## config.mk

```make
export PLATFORM = sky130hd
export DESIGN_NAME = req2send_rcv
export DESIGN_NICKNAME = d
export VERILOG_FILES = /design/src/rtl/req2send_pkg.sv /design/src/rtl/req2send_fifo.sv /design/src/rtl/req2send_rcv.sv
export SDC_FILE = /design/constraint.sdc
export NUM_CORES = 1
export LEC_CHECK = 0
export ABC_AREA = 1
export BUFFER_PORTS_ARGS = -buffer_cell sky130_fd_sc_hd__buf_2
export CAP_MARGIN = 25
export CORE_UTILIZATION = 40
export DETAILED_ROUTE_END_ITERATION = 7
export PLACE_DENSITY_LB_ADDON = 0.25
export SYNTH_ARGS = -nofsm -noshare
export SYNTH_HDL_FRONTEND = slang
export SYNTH_SLANG_ARGS = --single-unit
export TNS_END_PERCENT = 10
```

## constraint.sdc

```tcl
create_clock -name clk -period 4.16 [get_ports clk]
set_input_delay 0.208 -clock clk [delete_from_list [all_inputs] [get_ports clk]]
set_output_delay 0.208 -clock clk [all_outputs]
set_load 0.03 [all_outputs]
```

## src/rtl/req2send_pkg.sv

```systemverilog
// Types and helpers shared by the req2send receive stage, its FIFO and the bench.
package req2send_pkg;

    typedef enum logic {
        IDLE = 1'b0,
        ACKD = 1'b1
    } rcv_state_e;

    localparam int DATA_W_DEF = 8;

    // Occupancy counter must hold the value DEPTH itself, hence the extra bit.
    function automatic int level_w(input int depth);
        return $clog2(depth) + 1;
    endfunction

endpackage

```

## src/rtl/req2send_fifo.sv

```systemverilog
// Synchronous FIFO. The level is tracked separately, so the pointers wrap at DEPTH.
module req2send_fifo
    import req2send_pkg::*;
#(
    parameter  int DATA_W = DATA_W_DEF,
    parameter  int DEPTH  = 4,
    localparam int LVL_W  = level_w(DEPTH),
    localparam int PTR_W  = $clog2(DEPTH)
) (
    input  logic              clk,
    input  logic              reset,
    input  logic              i_push,
    input  logic [DATA_W-1:0] i_din,
    input  logic              i_pop,
    output logic [DATA_W-1:0] o_head,
    output logic              o_full,
    output logic              o_empty,
    output logic [LVL_W-1:0]  o_level
);

    logic [DATA_W-1:0] r_mem [DEPTH];
    logic [PTR_W-1:0]  r_wr_ptr;
    logic [PTR_W-1:0]  r_rd_ptr;
    logic [LVL_W-1:0]  r_level;
    logic              w_push;
    logic              w_pop;

    assign o_full  = (r_level == LVL_W'(DEPTH));
    assign o_empty = (r_level == '0);
    assign o_level = r_level;
    assign w_push  = i_push && !o_full;
    assign w_pop   = i_pop && !o_empty;

    // An empty FIFO presents zero, so the head is zero straight out of reset.
    assign o_head  = o_empty ? '0 : r_mem[r_rd_ptr];

    always_ff @(posedge clk) begin
        if (w_push) begin
            r_mem[r_wr_ptr] <= i_din;
        end
    end

    always_ff @(posedge clk or posedge reset) begin
        if (reset) begin
            r_wr_ptr <= '0;
            r_rd_ptr <= '0;
            r_level  <= '0;
        end else begin
            if (w_push) begin
                r_wr_ptr <= r_wr_ptr + 1'b1;
            end
            if (w_pop) begin
                r_rd_ptr <= r_rd_ptr + 1'b1;
            end
            case ({w_push, w_pop})
                2'b10:   r_level <= r_level + 1'b1;
                2'b01:   r_level <= r_level - 1'b1;
                default: r_level <= r_level;
            endcase
        end
    end

endmodule

```

## src/rtl/req2send_rcv.sv

```systemverilog
// Receive side of the req2send 4-phase handshake. Accepted words are buffered in a FIFO
// and re-presented on a valid/ready stream. ack stays low while the FIFO is full.
module req2send_rcv
    import req2send_pkg::*;
#(
    parameter  int DATA_W = DATA_W_DEF,
    parameter  int DEPTH  = 4,
    parameter  int CNT_W  = 16,
    localparam int LVL_W  = level_w(DEPTH)
) (
    input  logic              clk,
    input  logic              reset,
    input  logic              request,
    input  logic [DATA_W-1:0] data_in,
    output logic              ack,
    output logic [DATA_W-1:0] out_data,
    output logic              out_valid,
    input  logic              out_ready,
    output logic [LVL_W-1:0]  fifo_level,
    output logic [CNT_W-1:0]  xfer_count,
    output logic              proto_err
);

    rcv_state_e        r_state;
    rcv_state_e        w_state_nxt;
    logic              w_accept;
    logic              w_data_err;
    logic              w_full;
    logic              w_empty;
    logic [DATA_W-1:0] r_hold;
    logic [CNT_W-1:0]  r_xfer_cnt;
    logic              r_proto_err;

    req2send_fifo #(
        .DATA_W (DATA_W),
        .DEPTH  (DEPTH)
    ) u_fifo (
        .clk     (clk),
        .reset   (reset),
        .i_push  (w_accept),
        .i_din   (data_in),
        .i_pop   (out_ready),
        .o_head  (out_data),
        .o_full  (w_full),
        .o_empty (w_empty),
        .o_level (fifo_level)
    );

    always_ff @(posedge clk or posedge reset) begin
        if (reset) begin
            r_state <= IDLE;
        end else begin
            r_state <= w_state_nxt;
        end
    end

    // Full comes from the registered level: a pop in the same cycle never frees a slot early.
    always_comb begin
        w_state_nxt = r_state;
        case (r_state)
            IDLE:    if (request && !w_full) w_state_nxt = ACKD;
            ACKD:    if (!request)           w_state_nxt = IDLE;
            default: w_state_nxt = IDLE;
        endcase
    end

    always_comb begin
        w_accept   = (r_state == IDLE) && request && !w_full;
        w_data_err = (r_state == ACKD) && request && (data_in != r_hold);
        ack        = (r_state == ACKD);
    end

    always_ff @(posedge clk or posedge reset) begin
        if (reset) begin
            r_hold      <= '0;
            r_xfer_cnt  <= '0;
            r_proto_err <= 1'b0;
        end else begin
            if (w_accept) begin
                r_hold     <= data_in;
                r_xfer_cnt <= r_xfer_cnt + 1'b1;
            end
            if (w_data_err) begin
                r_proto_err <= 1'b1;
            end
        end
    end

    assign out_valid  = !w_empty;
    assign xfer_count = r_xfer_cnt;
    assign proto_err  = r_proto_err;

`ifndef SYNTHESIS
    a_ack_rise: assert property (@(posedge clk) disable iff (reset)
        $rose(ack) |-> $past(r_state == IDLE && request));
    a_ack_fall: assert property (@(posedge clk) disable iff (reset)
        $fell(ack) |-> $past(!request));
    a_no_push_full: assert property (@(posedge clk) disable iff (reset)
        w_full |-> !w_accept);
    a_err_sticky: assert property (@(posedge clk) disable iff (reset)
        !$fell(proto_err));
`endif

endmodule

```

After elaboration in Yosys (flattened, before gate mapping) --
Memories as Yosys holds them, arrays and structs flattened. Cells that the tools add are included.
Operators by class: add/sub/neg operators 5, equality and inequality tests 4, muxes and demuxes 7, bitwise gates (word level) 1, reductions and logical operators 11
Operators with widths (number):
- $add A16 B1 Y16 const B | 1
- $mux W8 | 1
- $ne A8 B8 Y1 | 1
- $logic_and A1 B1 Y1 | 7
- $pmux W3 S2 | 1
- $add A2 B1 Y2 const B | 2
- $mux W1 | 4
- $add A3 B1 Y3 const B | 1
- $eq A3 B3 Y1 const B | 1
- $logic_not A3 Y1 | 1
- $sub A3 B1 Y3 const B | 1
- $eq A2 B1 Y1 const B | 1
- $eq A2 B2 Y1 const B | 1
- $logic_not A1 Y1 | 2
- $pmux W1 S2 | 1
- $reduce_bool A2 Y1 | 1
- $not A1 Y1 | 1
Word-level totals: register bits after elaboration 33, bits in writable memories 32, input bits 12, output and inout port bits 30, logic and storage cells 36, memories 1
Memory list:
- u_fifo.r_mem | words 4, bits a word 8, read ports 1, clocked after memory_dff 0, write ports 1, line req2send_fifo.sv:21 | logic [DATA_W-1:0] r_mem [DEPTH];

Longest topological paths before layout --
depth after elaboration 6, mapped depth 10, gate-level depth less buffers 10

Modules after synthesis --
A second synthesis with hierarchy kept.
Unflattened totals: cells, all modules 358, area total of the unflattened synthesis 3205.6 sq um
By module, submodules not included:
- req2send_fifo | instances 1, cells each 184, area each 1836.8 sq um, seq. area each 1136.1 sq um
- req2send_rcv | instances 1, cells each 174, area each 1368.8 sq um, seq. area each 650.6 sq um

Worst setup path after synthesis --
Ideal clock, no wire load.
path type register to register, start register u_fifo.r_level[2] (netlist: u_fifo.o_level[2]), end register u_fifo.r_level[2] (netlist: u_fifo.o_level[2]), setup time 0.131 ns, data arrival time 2.119 ns, data required time 4.029 ns, setup slack 1.911 ns, stages on the path, launching flop included 11, buffers on the path 0, clock period less this slack 2.249 ns, cells stage by stage dfrtp_1 -> inv_1 -> nand2_1 -> inv_2 -> nor2_4 -> ha_1 -> inv_1 -> fa_1 -> a21oi_1 -> o21ai_0 -> xor2_1
Between the ends: elaborated cells on any way between the ends 13, classes of those cells add/sub: 2; eq/ne: 3; mux: 1; reduce/logical: 7
RTL lines:
- start: declaration | line req2send_fifo.sv:24 | logic [LVL_W-1:0] r_level;
- start signal: assignment | line req2send_fifo.sv:56 | 2'b10: r_level <= r_level + 1'b1;
- start signal: assignment | line req2send_fifo.sv:57 | 2'b01: r_level <= r_level - 1'b1;
- start signal: assignment | line req2send_fifo.sv:58 | default: r_level <= r_level;
- $logic_not A3 Y1 (*) | line req2send_fifo.sv:29 | assign o_empty = (r_level == '0);
- $logic_not A1 Y1 (*)
- via out_valid | line req2send_rcv.sv:17 | output logic out_valid,
- $logic_and A1 B1 Y1 (*) | line req2send_fifo.sv:32 | assign w_pop = i_pop && !o_empty;
- via u_fifo.w_pop | line req2send_fifo.sv:26 | logic w_pop;
- $eq A2 B1 Y1 / $eq A2 B2 Y1 (equally long branches) | line req2send_fifo.sv:55 | case ({w_push, w_pop})
- $pmux W3 S2 / $reduce_bool A2 Y1 (equally long branches)
Mark *: on every way through the listed nets, which the timed path passes. The rest lies on a longest branch. A chain may end at the register's enable or synchronous reset.

Final worst setup path --
start register u_fifo.r_rd_ptr[0], end output port out_data[7]
Between the ends: longest elaborated chain between the ends 2
RTL lines:
- start: declaration | line req2send_fifo.sv:23 | logic [PTR_W-1:0] r_rd_ptr;
- start signal: assignment | line req2send_fifo.sv:53 | r_rd_ptr <= r_rd_ptr + 1'b1;
- $mem_v2 Z4 W8
- $mux W8 | line req2send_fifo.sv:35 | assign o_head = o_empty ? '0 : r_mem[r_rd_ptr];
- end: declaration | line req2send_rcv.sv:16 | output logic [DATA_W-1:0] out_data,
Every way passes these cells.

==> reports/metrics.csv <==
metric;value;unit
postcts setup bufs;0;
vias in the first global route;1958;
DR iter-0 viols;103;
GP Congestion;0.727;
leakage;1.71;nW
largest net degree at the start of global routing;34;
CP required;3950;ps
WL per Instance;12.2;um
Via Count;2071;
share of layout cells above drive strength 1;0.194;
# rows;31;
DRC violations left;0;
vias per std cell;4.51;
Yosys cell types;26;
Tot Pwr;2.65;mW
worst-skew pair later-pin latency;330;ps
Core ar.;7290;sq um
initial antenna violation count;0;
#FFs+latches synth;65;
final period utilization;0.524;
P_sw;1.05;mW
Reg clk slew, reported paths;70;ps
first-pass iteration count of the detailed router;4;
pre-CTS setup slack;2070;ps
final hold vios;0;
GRT Residual Overflow;0;
CTS tree;yes;
Hold WC Path Type;in -> reg;
critical path type;reg -> out;
Ys Warns;0;
DRT antenna net count;0;
final setup skew;7.07;ps
Starting Density;0.417;
worst path arrival time;1970;ps
die area;7950;sq um
status;completed;
Max Cap Viol;0;
synthesized instance count;307;
Slew headroom;0.473;
synthesized area;3040;sq um
endpoints failing setup;0;
# fillers;696;
Ports;42;
CTS resizes;0;
peak supply drop;0.287;mV
Max clock buf depth;2;
Clock Power Share;0.266;
Slew @ Worst Pin;788;ps
Max Fanout on Critical Path;19;
fin crit period;2180;ps
total clock sinks;65;
area grow syn2layout;18.9;%
Startpoint Class;register;
Logic pwr share;0.361;
Die H;89.2;um
Sequential Power Share;0.373;
setup TNS;0;ps
clock root buffer;clkbuf_8;
# H-tree levels;3;
total CTS buffers;9;
WL final;5590;um
Die X;89.2;um
crit path capture type;output pin;
FMAX;459;MHz
switching share of total power;0.396;
hpwl dp;3770;um
syn_area_per_cell;9.90;sq um
fin nets;374;
final worst slack;1980;ps
final slew viol count;0;
CTS Hold Bufs;1;
sequential area share after synthesis;0.588;
Post-Syn Nets;326;
first-pass GRT wire length;9290;um
Pwr Density;732;nW/um^2
internal power;1.60;mW
RSZ-0062 raised after global routing;false;
n_diodes;0;
PortBufs;41;
total track usage;0.159;
## layer usage
| layer | vias up | GRT usage | share of wire |
|---|---|---|---|
| met4 | 0 | 0.0693 | 0.016 |
| met3 | 8 | 0.0295 | 0.033 |
| met2 | 37 | 0.259 | 0.46 |
| li1 | 1078 | - | - |
| met5 | - | 0 | 0 |
| met1 | 948 | 0.208 | 0.49 |
## flip-flops by register name (all words and copies together), names as in the netlist
name and flops:
ack 1, proto_err 1, r_hold 8, u_fifo.o_level 3, u_fifo.r_mem 32, u_fifo.r_rd_ptr 2
u_fifo.r_wr_ptr 2, xfer_count 16
## per-stage QoR
step | hold slack (ps) | utilization | cells | cell area (sq um)
2_1_floorplan | 307 | - | 307 | 3040
3_3_place_gp | 328 | 0.458 | 442 | 3340
3_5_place_dp | 333 | 0.458 | 442 | 3340
4_1_cts | 120 | 0.496 | 459 | 3610
5_1_grt | 124 | 0.496 | 459 | 3610
6_report | 128 | 0.496 | 459 | 3610
## Yosys cell counts
library cell,number,share of area
dfrtp_1,33,0.27
xor2_1,10,0.029
fa_1,1,0.0066
inv_2,2,0.0025
buf_4,1,0.0025
nor2_1,47,0.058
clkbuf_1,1,0.0012
nand2_4,1,0.0037
nand2_1,66,0.082
inv_1,34,0.042
nor2_8,3,0.020
edfxtp_1,32,0.32
a21oi_1,10,0.016
buf_6,1,0.0037
nand3_1,14,0.023
nor2_2,1,0.0021
nand2_8,1,0.0066
buf_2,3,0.0049
ha_1,6,0.025
nand2_2,2,0.0041
xnor2_1,7,0.020
nor2_4,2,0.0074
clkinv_1,1,0.0012
o21ai_0,21,0.035
nand4_1,2,0.0041
nand3b_1,5,0.012
## final cells by class
cell class	count	area, sq um	share of cell area
Multi-Input combinational cell	199	1080	0.298
Timing Repair Buffer	43	223	0.0616
Tap cell	99	124	0.0343
Inverter	37	139	0.0384
Clock inverter	7	143	0.0395
Sequential cell	65	1790	0.494
Clock buffer	9	124	0.0343
## final timing paths
check	from	endpoint	slack, ps	depth (start not counted)
min in group asynchronous	reset	xfer_count[9]	510	4
setup / recovery	u_fifo.r_rd_ptr[0]	out_data[7]	1980	4
hold reg to reg	proto_err	proto_err	460	2
setup reg to reg	u_fifo.o_level[0]	u_fifo.o_level[2]	2070	9
max in group asynchronous	reset	xfer_count[8]	3330	4
hold / removal	data_in[5]	u_fifo.r_mem[1][5]	130	1
## layout by cell type, fill, tap and decap left out, types with 2 or more instances in the layout
| cell | synthesis | final |
|---|---|---|
| a21oi_1 | 10 | 10 |
| buf_2 | 3 | 41 |
| bufinv_16 | 0 | 4 |
| clkbuf_8 | 0 | 9 |
| clkinv_4 | 0 | 2 |
| dfrtp_1 | 33 | 33 |
| edfxtp_1 | 32 | 32 |
| ha_1 | 6 | 6 |
| inv_1 | 34 | 34 |
| inv_2 | 2 | 2 |
| nand2_1 | 66 | 66 |
| nand2_2 | 2 | 2 |
| nand3_1 | 14 | 14 |
| nand3b_1 | 5 | 5 |
| nand4_1 | 2 | 2 |
| nor2_1 | 47 | 47 |
| nor2_4 | 2 | 2 |
| nor2_8 | 3 | 3 |
| o21ai_0 | 21 | 21 |
| xnor2_1 | 7 | 7 |
| xor2_1 | 10 | 10 |
## power by group through the flow
stage / Sequential, mW / Combinational [mW] / Clock (mW)
3_5_place_dp: 1.00 / 0.966 / 0
2_1_floorplan: 1.03 / 0.688 / 0
4_1_cts: 0.989 / 0.972 / 0.721
6_report: 0.986 / 0.955 / 0.705
3_3_place_gp: 0.998 / 0.954 / 0
5_1_grt: 1.01 / 1.08 / 0.751
## logic make-up (layout without fill, tap and decap cells)
family	after synthesis	in the layout	share of synthesized area
xor+xnor	17	17	0.0490
buf+inv	43	96	0.0580
compound gates	31	31	0.0511
flops	65	65	0.588
fa+ha+maj	7	7	0.0313
simple gates	144	144	0.223
## worst max-delay path: stages, from the launching register on
cell and delay (ps):
dfrtp_1 780, inv_2 260, o21ai_0 310, a21oi_1 100, buf_2 190
(Power assumes the default switching activity.)
